File: config.mk
export PLATFORM = sky130hd
export DESIGN_NAME = noc_intr_injector
export DESIGN_NICKNAME = d
export VERILOG_FILES = /design/src/rtl/noc_intr_injector.sv
export SDC_FILE = /design/constraint.sdc
export NUM_CORES = 1
export LEC_CHECK = 0
export ABC_AREA = 0
export BUFFER_PORTS_ARGS = -buffer_cell sky130_fd_sc_hd__buf_2
export CAP_MARGIN = 20
export CELL_PAD_IN_SITES_DETAIL_PLACEMENT = 2
export CELL_PAD_IN_SITES_GLOBAL_PLACEMENT = 2
export CORE_ASPECT_RATIO = 1.1
export CORE_MARGIN = 2
export CORE_UTILIZATION = 48
export CTS_CLUSTER_SIZE = 20
export DETAILED_ROUTE_END_ITERATION = 16
export PLACE_DENSITY_LB_ADDON = 0.1
export RECOVER_POWER = 100
export SLEW_MARGIN = 20
export SYNTH_ARGS = -nofsm -noshare
export SYNTH_HDL_FRONTEND = slang
export SYNTH_SLANG_ARGS = --single-unit
File: constraint.sdc
create_clock -name clk -period 16.25 [get_ports clk]
set_input_delay 0.8125 -clock clk [delete_from_list [all_inputs] [get_ports clk]]
set_output_delay 0.8125 -clock clk [all_outputs]
set_load 0.05 [all_outputs]
File: src/rtl/noc_intr_injector.sv
// noc_intr_injector
//   Turns interrupt requests (linear tile id + 64-bit word) into 2-flit
//   MSG_TYPE_INTERRUPT packets on a valid/ready NoC channel. Requests are
//   buffered in a DEPTH-entry packet FIFO. The all-ones id broadcasts to
//   every tile. Out-of-range ids are accepted but dropped and counted.
//
//   Ports:
//     clk, rst          single clock, synchronous active-high reset
//     req_val/req_rdy   request handshake
//     req_tile_id       destination id (32'hFFFF_FFFF = broadcast)
//     req_data          interrupt word
//     noc_out_val/rdy   flit handshake towards the NoC
//     noc_out_data      flit (zero when noc_out_val is low)
//     drop_cnt          saturating count of dropped invalid-id requests
//     busy              FIFO non-empty or packet in flight

`ifndef NOC_DATA_WIDTH
`define NOC_DATA_WIDTH 64
`endif
`ifndef MSG_DST_X
`define MSG_DST_X 49:42
`endif
`ifndef MSG_DST_Y
`define MSG_DST_Y 41:34
`endif
`ifndef MSG_DST_FBITS
`define MSG_DST_FBITS 33:30
`endif
`ifndef MSG_LENGTH
`define MSG_LENGTH 29:22
`endif
`ifndef MSG_TYPE
`define MSG_TYPE 21:14
`endif
`ifndef NOC_FBITS_L1
`define NOC_FBITS_L1 4'b0000
`endif
`ifndef MSG_TYPE_INTERRUPT
`define MSG_TYPE_INTERRUPT 8'd32
`endif

module noc_intr_injector #(
    parameter int unsigned NUM_TILES = 9,
    parameter int unsigned GRID_X    = 3,
    parameter int unsigned DEPTH     = 8,
    parameter int unsigned CNT_W     = 16
) (
    input  logic                       clk,
    input  logic                       rst,
    input  logic                       req_val,
    output logic                       req_rdy,
    input  logic [31:0]                req_tile_id,
    input  logic [63:0]                req_data,
    output logic                       noc_out_val,
    input  logic                       noc_out_rdy,
    output logic [`NOC_DATA_WIDTH-1:0] noc_out_data,
    output logic [CNT_W-1:0]           drop_cnt,
    output logic                       busy
);

    localparam int unsigned PTR_W = $clog2(DEPTH);
    localparam int unsigned OCC_W = $clog2(DEPTH + 1);
    localparam int unsigned REM_W = $clog2(NUM_TILES + 1);
    localparam int unsigned XY_W  = 8;

    typedef enum logic [1:0] {
        ST_IDLE,
        ST_HDR,
        ST_PLD
    } state_t;

    // Payload flit is formed at enqueue so the FIFO holds exactly what goes out.
    typedef struct packed {
        logic            bcast;
        logic [XY_W-1:0] x;
        logic [XY_W-1:0] y;
        logic [63:0]     pld;
    } entry_t;

    entry_t           fifo_mem [DEPTH];
    logic [PTR_W-1:0] wr_ptr;
    logic [PTR_W-1:0] rd_ptr;
    logic [OCC_W-1:0] count;
    logic             full;
    logic             empty;
    entry_t           head;
    entry_t           new_entry;

    logic             id_bcast;
    logic             id_valid;
    logic             req_fire;
    logic             do_push;
    logic             do_pop;
    logic             last_pkt;

    state_t           state;
    state_t           state_nxt;
    logic [XY_W-1:0]  cur_x;
    logic [XY_W-1:0]  cur_y;
    logic [REM_W-1:0] remaining;
    logic [63:0]      hdr_flit;

    // Bits 15:9 of the interrupt word are not carried in the payload flit.
    logic             unused_data_bits;
    assign unused_data_bits = ^req_data[15:9];

    // ------------------------------------------------------------------
    // Request side / FIFO
    // ------------------------------------------------------------------
    assign full     = (count == OCC_W'(DEPTH));
    assign empty    = (count == '0);
    assign req_rdy  = !rst && !full;
    assign req_fire = req_val && req_rdy;
    assign id_bcast = (req_tile_id == '1);
    assign id_valid = (req_tile_id < 32'(NUM_TILES));
    assign do_push  = req_fire && (id_bcast || id_valid);
    assign head     = fifo_mem[rd_ptr];
    assign last_pkt = !head.bcast || (remaining == REM_W'(1));
    assign do_pop   = (state == ST_PLD) && noc_out_rdy && last_pkt;

    always_comb begin
        new_entry       = '0;
        new_entry.bcast = id_bcast;
        new_entry.pld   = {req_data[63:16], 7'b0, req_data[8:0]};
        if (!id_bcast) begin
            new_entry.x = XY_W'(req_tile_id % GRID_X);
            new_entry.y = XY_W'(req_tile_id / GRID_X);
        end
    end

    always_ff @(posedge clk) begin
        if (do_push && !rst) begin
            fifo_mem[wr_ptr] <= new_entry;
        end
    end

    always_ff @(posedge clk) begin
        if (rst) begin
            wr_ptr <= '0;
            rd_ptr <= '0;
            count  <= '0;
        end else begin
            if (do_push) begin
                wr_ptr <= wr_ptr + 1'b1;
            end
            if (do_pop) begin
                rd_ptr <= rd_ptr + 1'b1;
            end
            case ({do_push, do_pop})
                2'b10:   count <= count + 1'b1;
                2'b01:   count <= count - 1'b1;
                default: count <= count;
            endcase
        end
    end

    always_ff @(posedge clk) begin
        if (rst) begin
            drop_cnt <= '0;
        end else if (req_fire && !id_bcast && !id_valid && (drop_cnt != '1)) begin
            drop_cnt <= drop_cnt + 1'b1;
        end
    end

    // ------------------------------------------------------------------
    // Output FSM
    // ------------------------------------------------------------------
    always_ff @(posedge clk) begin
        if (rst) begin
            state <= ST_IDLE;
        end else begin
            state <= state_nxt;
        end
    end

    always_comb begin
        state_nxt = state;
        case (state)
            ST_IDLE: if (!empty)      state_nxt = ST_HDR;
            ST_HDR:  if (noc_out_rdy) state_nxt = ST_PLD;
            ST_PLD:  if (noc_out_rdy) state_nxt = last_pkt ? ST_IDLE : ST_HDR;
            default:                  state_nxt = ST_IDLE;
        endcase
    end

    // Destination walk: unicast loads its own x/y with remaining=1, broadcast
    // sweeps the grid row by row from (0,0).
    always_ff @(posedge clk) begin
        if (rst) begin
            cur_x     <= '0;
            cur_y     <= '0;
            remaining <= '0;
        end else begin
            case (state)
                ST_IDLE: begin
                    if (!empty) begin
                        if (head.bcast) begin
                            cur_x     <= '0;
                            cur_y     <= '0;
                            remaining <= REM_W'(NUM_TILES);
                        end else begin
                            cur_x     <= head.x;
                            cur_y     <= head.y;
                            remaining <= REM_W'(1);
                        end
                    end
                end
                ST_PLD: begin
                    if (noc_out_rdy && !last_pkt) begin
                        if (cur_x == XY_W'(GRID_X - 1)) begin
                            cur_x <= '0;
                            cur_y <= cur_y + 1'b1;
                        end else begin
                            cur_x <= cur_x + 1'b1;
                        end
                        remaining <= remaining - 1'b1;
                    end
                end
                default: ;
            endcase
        end
    end

    always_comb begin
        hdr_flit                 = '0;
        hdr_flit[`MSG_DST_X]     = cur_x;
        hdr_flit[`MSG_DST_Y]     = cur_y;
        hdr_flit[`MSG_DST_FBITS] = `NOC_FBITS_L1;
        hdr_flit[`MSG_LENGTH]    = 8'd1;
        hdr_flit[`MSG_TYPE]      = `MSG_TYPE_INTERRUPT;
    end

    always_comb begin
        noc_out_val  = 1'b0;
        noc_out_data = '0;
        case (state)
            ST_HDR: begin
                noc_out_val  = 1'b1;
                noc_out_data = hdr_flit;
            end
            ST_PLD: begin
                noc_out_val  = 1'b1;
                noc_out_data = head.pld;
            end
            default: ;
        endcase
    end

    assign busy = !empty || (state != ST_IDLE);

endmodule

* Word level (Yosys, flattened, before mapping) *
Memories as Yosys holds them, arrays and structs flattened. A register that Yosys moved wholly into a read port is not among the register bits.
Cells that the tools add are included.

word-level totals
  register bits after elaboration = 48
  bits in writable memories = 592
  input port bits = 100
  output and inout bits = 83
  word-level logic and storage cells = 90
  memories kept = 1

memory list
  memory    depth  bits a word  read ports  clocked after Yosys merged registers in  write ports  line  text
  fifo_mem  8      74           1           1                                        1            80    entry_t fifo_mem [DEPTH];

cells by class
  add/subtract/negate cells = 8
  divide/modulo/power cells = 2
  magnitude comparators = 1
  eq/ne operators = 14
  multiplexer cells = 27
  reduce and logical (&&, ||, !) cells = 29

operators by type and width
  operator                                                      number
  case mux 64 bit (2 select lines)                              1
  two-way mux 8 bit                                             8
  divider 32 x 2 -> 32 bit (second input constant)              1
  == test 32 bit (second input constant)                        1
  less-than comparator 32 x 4 -> 1 bit (second input constant)  1
  remainder unit 32 x 2 -> 32 bit (second input constant)       1
  case mux 8 bit (2 select lines)                               2
  adder 16 x 1 -> 16 bit (second input constant)                1
  adder 8 x 1 -> 8 bit (second input constant)                  2
  two-way mux 16 bit                                            1
  != test 16 bit (second input constant)                        1
  case mux 4 bit (2 select lines)                               2
  two-way mux 4 bit                                             3
  logical AND 1 bit                                             10
  == test 8 x 2 -> 1 bit (second input constant)                1
  subtractor 4 x 1 -> 4 bit (second input constant)             2
  logical NOT 1 bit                                             7
  adder 3 x 1 -> 3 bit (second input constant)                  2
  two-way mux 2 bit                                             3
  two-way mux 3 bit                                             2
  != test 2 bit (second input constant)                         3
  case mux 2 bit (3 select lines)                               1
  AND reduction 3 bit                                           2
  nonzero test 2 bit                                            3
  other kinds (12)                                              20

* Logic depth before layout (Yosys ltp) *
  depth in word-level cells = 8
  mapped depth = 35
  depth with buffers taken out = 29

* Worst setup path after synthesis *
No wires, ideal clock.

  path type = input to register
  from = in req_tile_id[7]
  to = mem fifo_mem[0][0] in the netlist's numbering, enable pin
  library setup time = 0.597 ns
  arrival time = 7.609 ns
  required time = 15.653 ns
  path slack = 8.044 ns
  stages = 8
  buffers on the path = 1
  cell sequence = buf_1 > nand4_1 > nor3_1 > nand4_1 > nor4_1 > o211ai_1 > or2_2 > nor3_1

between the ends
  longest elaborated chain between the ends = 6
  elaborated cells on any way between the ends = 7
  classes of those cells = order compare: 1; eq/ne: 1; mux: 2; reduce/logical: 3

ends and longest elaborated chain
  item                                                                           line      text
  start: declaration                                                             52        input logic [31:0] req_tile_id,
  less-than comparator 32 x 4 -> 1 bit / == test 32 bit (equally long branches)  115, 114
  logical OR 1 bit *                                                             116       assign do_push = req_fire && (id_bcast || id_valid);
  logical AND 1 bit *                                                            116
  logical AND 1 bit *                                                            132       if (do_push && !rst) begin
  two-way mux 1 bit *                                                            132
  two-way mux 1 bit (not written as such) *                                      133       fifo_mem[wr_ptr] <= new_entry;
  end: declaration                                                               80

Every way passes the cells marked *; elsewhere a longest branch is shown, timed or not.

==> reports/results.tsv <==
stage	metric	value	unit
critical_path	CP Class	in2reg	
floorplan	die area	60900	um2
logic_synthesis	adder-cell area share of the yosys netlist	0.867	%
timing	FMAX	87.9	MHz
route	Via-to-Cell Ratio	6.38	
placed_design	PortBufs	168	
critical_path	Worst setup EP type	flip-flop	
cts	Hold Buf Count CTS	0	
cts	postcts setup bufs	0	
placed_design	pre-CTS setup slack	5.97	ns
global_routing	initial antenna violation count	3	
cts	Root Driver	clkbuf_16	
logic_synthesis	#FFs+latches synth	643	
timing	clk_skew	0.0295	ns
logic_synthesis	Mapped Area	28300	um2
final_layout	Reg area	18800	um2
cts	post-cts sizing count	0	
critical_path	CP Buf/Inv Count	1	
floorplan	die height	259	um
logic_synthesis	largest family of logic cells by synthesized area	multiplexers	
route	First DRT Iteration DRCs	1428	
final_layout	share of cells above drive strength 1	17.3	%
logic_synthesis	post-synthesis cell count	1784	
critical_path	crit path DAT	11.71	ns
final_layout	Area Overhead vs Synth	12.5	%
timing	Slew headroom	-198	%
route	DRT Pass-1 Iters	5	
global_routing	global-route wire length before repair	135000	um
timing	Final min period	11.37	ns
outcome	status	finished with violations	
floorplan	I/O pins	183	
route	drt total wl	91300	um
timing	final setup TNS	0	ns
logic_synthesis	yosys warns	0	
logic_synthesis	Post-synth EDFFs	592	
placed_design	HPWL Detailed	54800	um
outcome	failing checks	max-capacitance violations, max-slew violations	
power	LEAKAGE	0.00974	uW
timing	Hold Violations, Final	0	
floorplan	Core ar.	58400	um2
power	maximum VDD drop	0.0931	mV
critical_path	most common cell type on the critical path	nor2_1	
global_routing	Overall Global Routing Usage	30.2	%
final_layout	commonest non-fill, non-tap cell in the layout	edfxtp_1	
logic_synthesis	synthesized area per cell	15.8	um2
logic_synthesis	fraction of registers with async set/reset	0	%
timing	final worst slack	4.88	ns
critical_path	slowest CP cell	o21ai_0	
global_routing	vias in the first global route	19600	
critical_path	critical path fanouts, max	13	
global_routing	total gr overflow	0	
final_layout	most frequent cells in the layout	edfxtp_1, clkbuf_1, nor2_1, mux4_2, nand2_1	
run	number of max-cap violations	22	
logic_synthesis	sequential share of the synthesized area	66.5	%
global_routing	largest net degree at the start of global routing	62	
logic_synthesis	Synth Area in Compound Gates	6.48	%
timing	final setup vio count	0	
cts	CTS HTree Levels	3	
logic_synthesis	Main synth FF type	edfxtp_1	
critical_path	CP peak stage delay	1.16	ns
route	Routed Antenna Nets	0	
timing	transition time at the pin with the least slew margin	4.47	ns
critical_path	Worst EP required	16.58	ns
route	routed len/inst	33.1	um
cts	worst skew pair latency	0.62	ns
logic_synthesis	Yosys cell types	95	
logic_synthesis	post-synthesis xor/xnor area fraction	1.12	%
floorplan	die width	235	um
route	via count	17600	
logic_synthesis	simple logic cell fraction of the synthesized area	7.92	%
timing	crit share post-route	70.0	%
cts	CTS clk-pin slew, worst paths	0.07	ns
final_layout	Multi-input gate area	8880	um2
route	DRC viols	0	
final_layout	Fill cells	5248	
cts	TritonCTS Buffers	69	
cts	# clock sinks	643	
logic_synthesis	mux cell area share after synthesis	15.0	%
timing	Final Max Tran Viols	791	
cts	TritonCTS clock tree	yes	
timing	RSZ-0062 raised after global routing	false	
final_layout	nets@finish	2062	
floorplan	initial core utilization	48.4	%
floorplan	Rows	93	
power	Pwr per Cell Area	116	nW/um2
cts	clk buf depth	3	
critical_path	CP delay by family, top	compound AO/OA/AOI/OAI gates	
hold_path	HP Class	reg2reg	
critical_path	Worst Setup Start Kind	input pin	
placed_design	Placer Congestion	0.816	
## metal layers
layer | vias up | part of all wire [%] | GRT usage, %
met5 | - | 0 | 0
met4 | 0 | 3.6 | 12.4
met3 | 185 | 5.3 | 3.97
met2 | 706 | 53 | 54.6
met1 | 9315 | 38 | 36.8
li1 | 7379 | - | -
## registers in the layout, summed over array words and instances (netlist names), named ones only
signal     count
remaining      4
state          2
wr_ptr         3
count          4
cur_x          8
drop_cnt      16
fifo_mem     592
rd_ptr         3
cur_y          8
## worst reg2reg max path, cell delays in order, from the launching register on
cell and delay [ns]:
dfxtp_1 2.12, clkbuf_1 2.98, mux4_2 0.68, mux2i_1 0.23
a21oi_1 0.38, o2111a_1 0.35, or2_0 1.05, and2_0 0.67
a21oi_1 0.27, nor2_1 0.30, nor3_1 0.12
## through the flow
stage                     total power (uW)  hold WS [ns]  std cells  utilization (%)  instance area, um2
after floorplan                       2020         0.462       1790                -               28300
after global placement                2070         0.474       2631             51.2               29900
after detailed placement              2110         0.506       2631             51.2               29900
after CTS                             3710         0.444       2753             55.0               32100
after global routing                  3780         0.559       2756             54.5               31800
final                                 3690         0.539       2757             54.5               31800
## power by group
part | switching, uW | internal, uW
Combinational | 184 | 62.2
Clock | 686 | 926
Sequential | 0.445 | 1830
Total | 871 | 2820
## Yosys cell counts (5+ instances only)
| master | count | area [um2] |
|---|---|---|
| o22ai_1 | 10 | 62.6 |
| o21ai_0 | 38 | 190 |
| o21ai_1 | 5 | 25.0 |
| a31oi_1 | 8 | 50.1 |
| o221ai_1 | 6 | 52.6 |
| a22o_1 | 5 | 43.8 |
| buf_4 | 8 | 60.1 |
| dfxtp_1 | 51 | 1020 |
| and3_1 | 13 | 81.3 |
| o31ai_1 | 5 | 37.5 |
| or2_2 | 9 | 56.3 |
| nor2b_1 | 34 | 213 |
| mux2i_1 | 64 | 641 |
| a21oi_1 | 59 | 295 |
| buf_2 | 7 | 35.0 |
| ha_1 | 18 | 225 |
| xnor2_1 | 13 | 114 |
| edfxtp_1 | 592 | 17800 |
| and2_1 | 6 | 37.5 |
| nor2_1 | 157 | 589 |
| nand3_1 | 26 | 130 |
| mux2_2 | 22 | 248 |
| mux4_2 | 148 | 3330 |
| o32ai_1 | 10 | 87.6 |
| or3_1 | 9 | 56.3 |
| o21a_1 | 5 | 37.5 |
| buf_1 | 21 | 78.8 |
| nor3_1 | 42 | 210 |
| nand2_1 | 79 | 297 |
| nor4_1 | 8 | 50.1 |
| a22oi_1 | 29 | 218 |
| xor2_1 | 23 | 201 |
| nand2b_1 | 20 | 125 |
| inv_1 | 33 | 124 |
| a221oi_1 | 5 | 43.8 |
| o211ai_1 | 7 | 52.6 |
| a211oi_1 | 5 | 37.5 |
| clkbuf_1 | 75 | 282 |
| nand4_1 | 16 | 100 |
## final cells by class
cell class	instances	share of cell area [%]
Tap cell	760	2.99
Clock buffer	82	5.81
Inverter	34	0.401
Clock inverter	40	1.25
Antenna cell	3	0.0236
Multi-Input combinational cell	1001	27.9
Timing Repair Buffer	194	2.51
Sequential cell	643	59.1
## cells by family (layout without fill, tap and decap cells)
kind of cell,Yosys count,count (layout)
buf+inv,146,350
simple gates,451,451
flops,643,643
compound gates,252,252
xor+xnor,36,36
fa+ha+maj,19,19
mux,236,236
other cells,1,10
## worst paths after layout
check	depth (start not counted)	end	start	slack, ns
max reg2reg	10	cur_y[5]$_SDFFE_PP0P_	flip-flop	6.83
max	29	fifo_mem[5][72]$_DFFE_PP_	req_tile_id[29]	4.88
min reg2reg	2	count[2]$_SDFFE_PP0P_	count[2]$_SDFFE_PP0P_	0.54
min	2	count[2]$_SDFFE_PP0P_	count[2]$_SDFFE_PP0P_	0.54
Note: power is estimated with default switching activity, not from simulation.
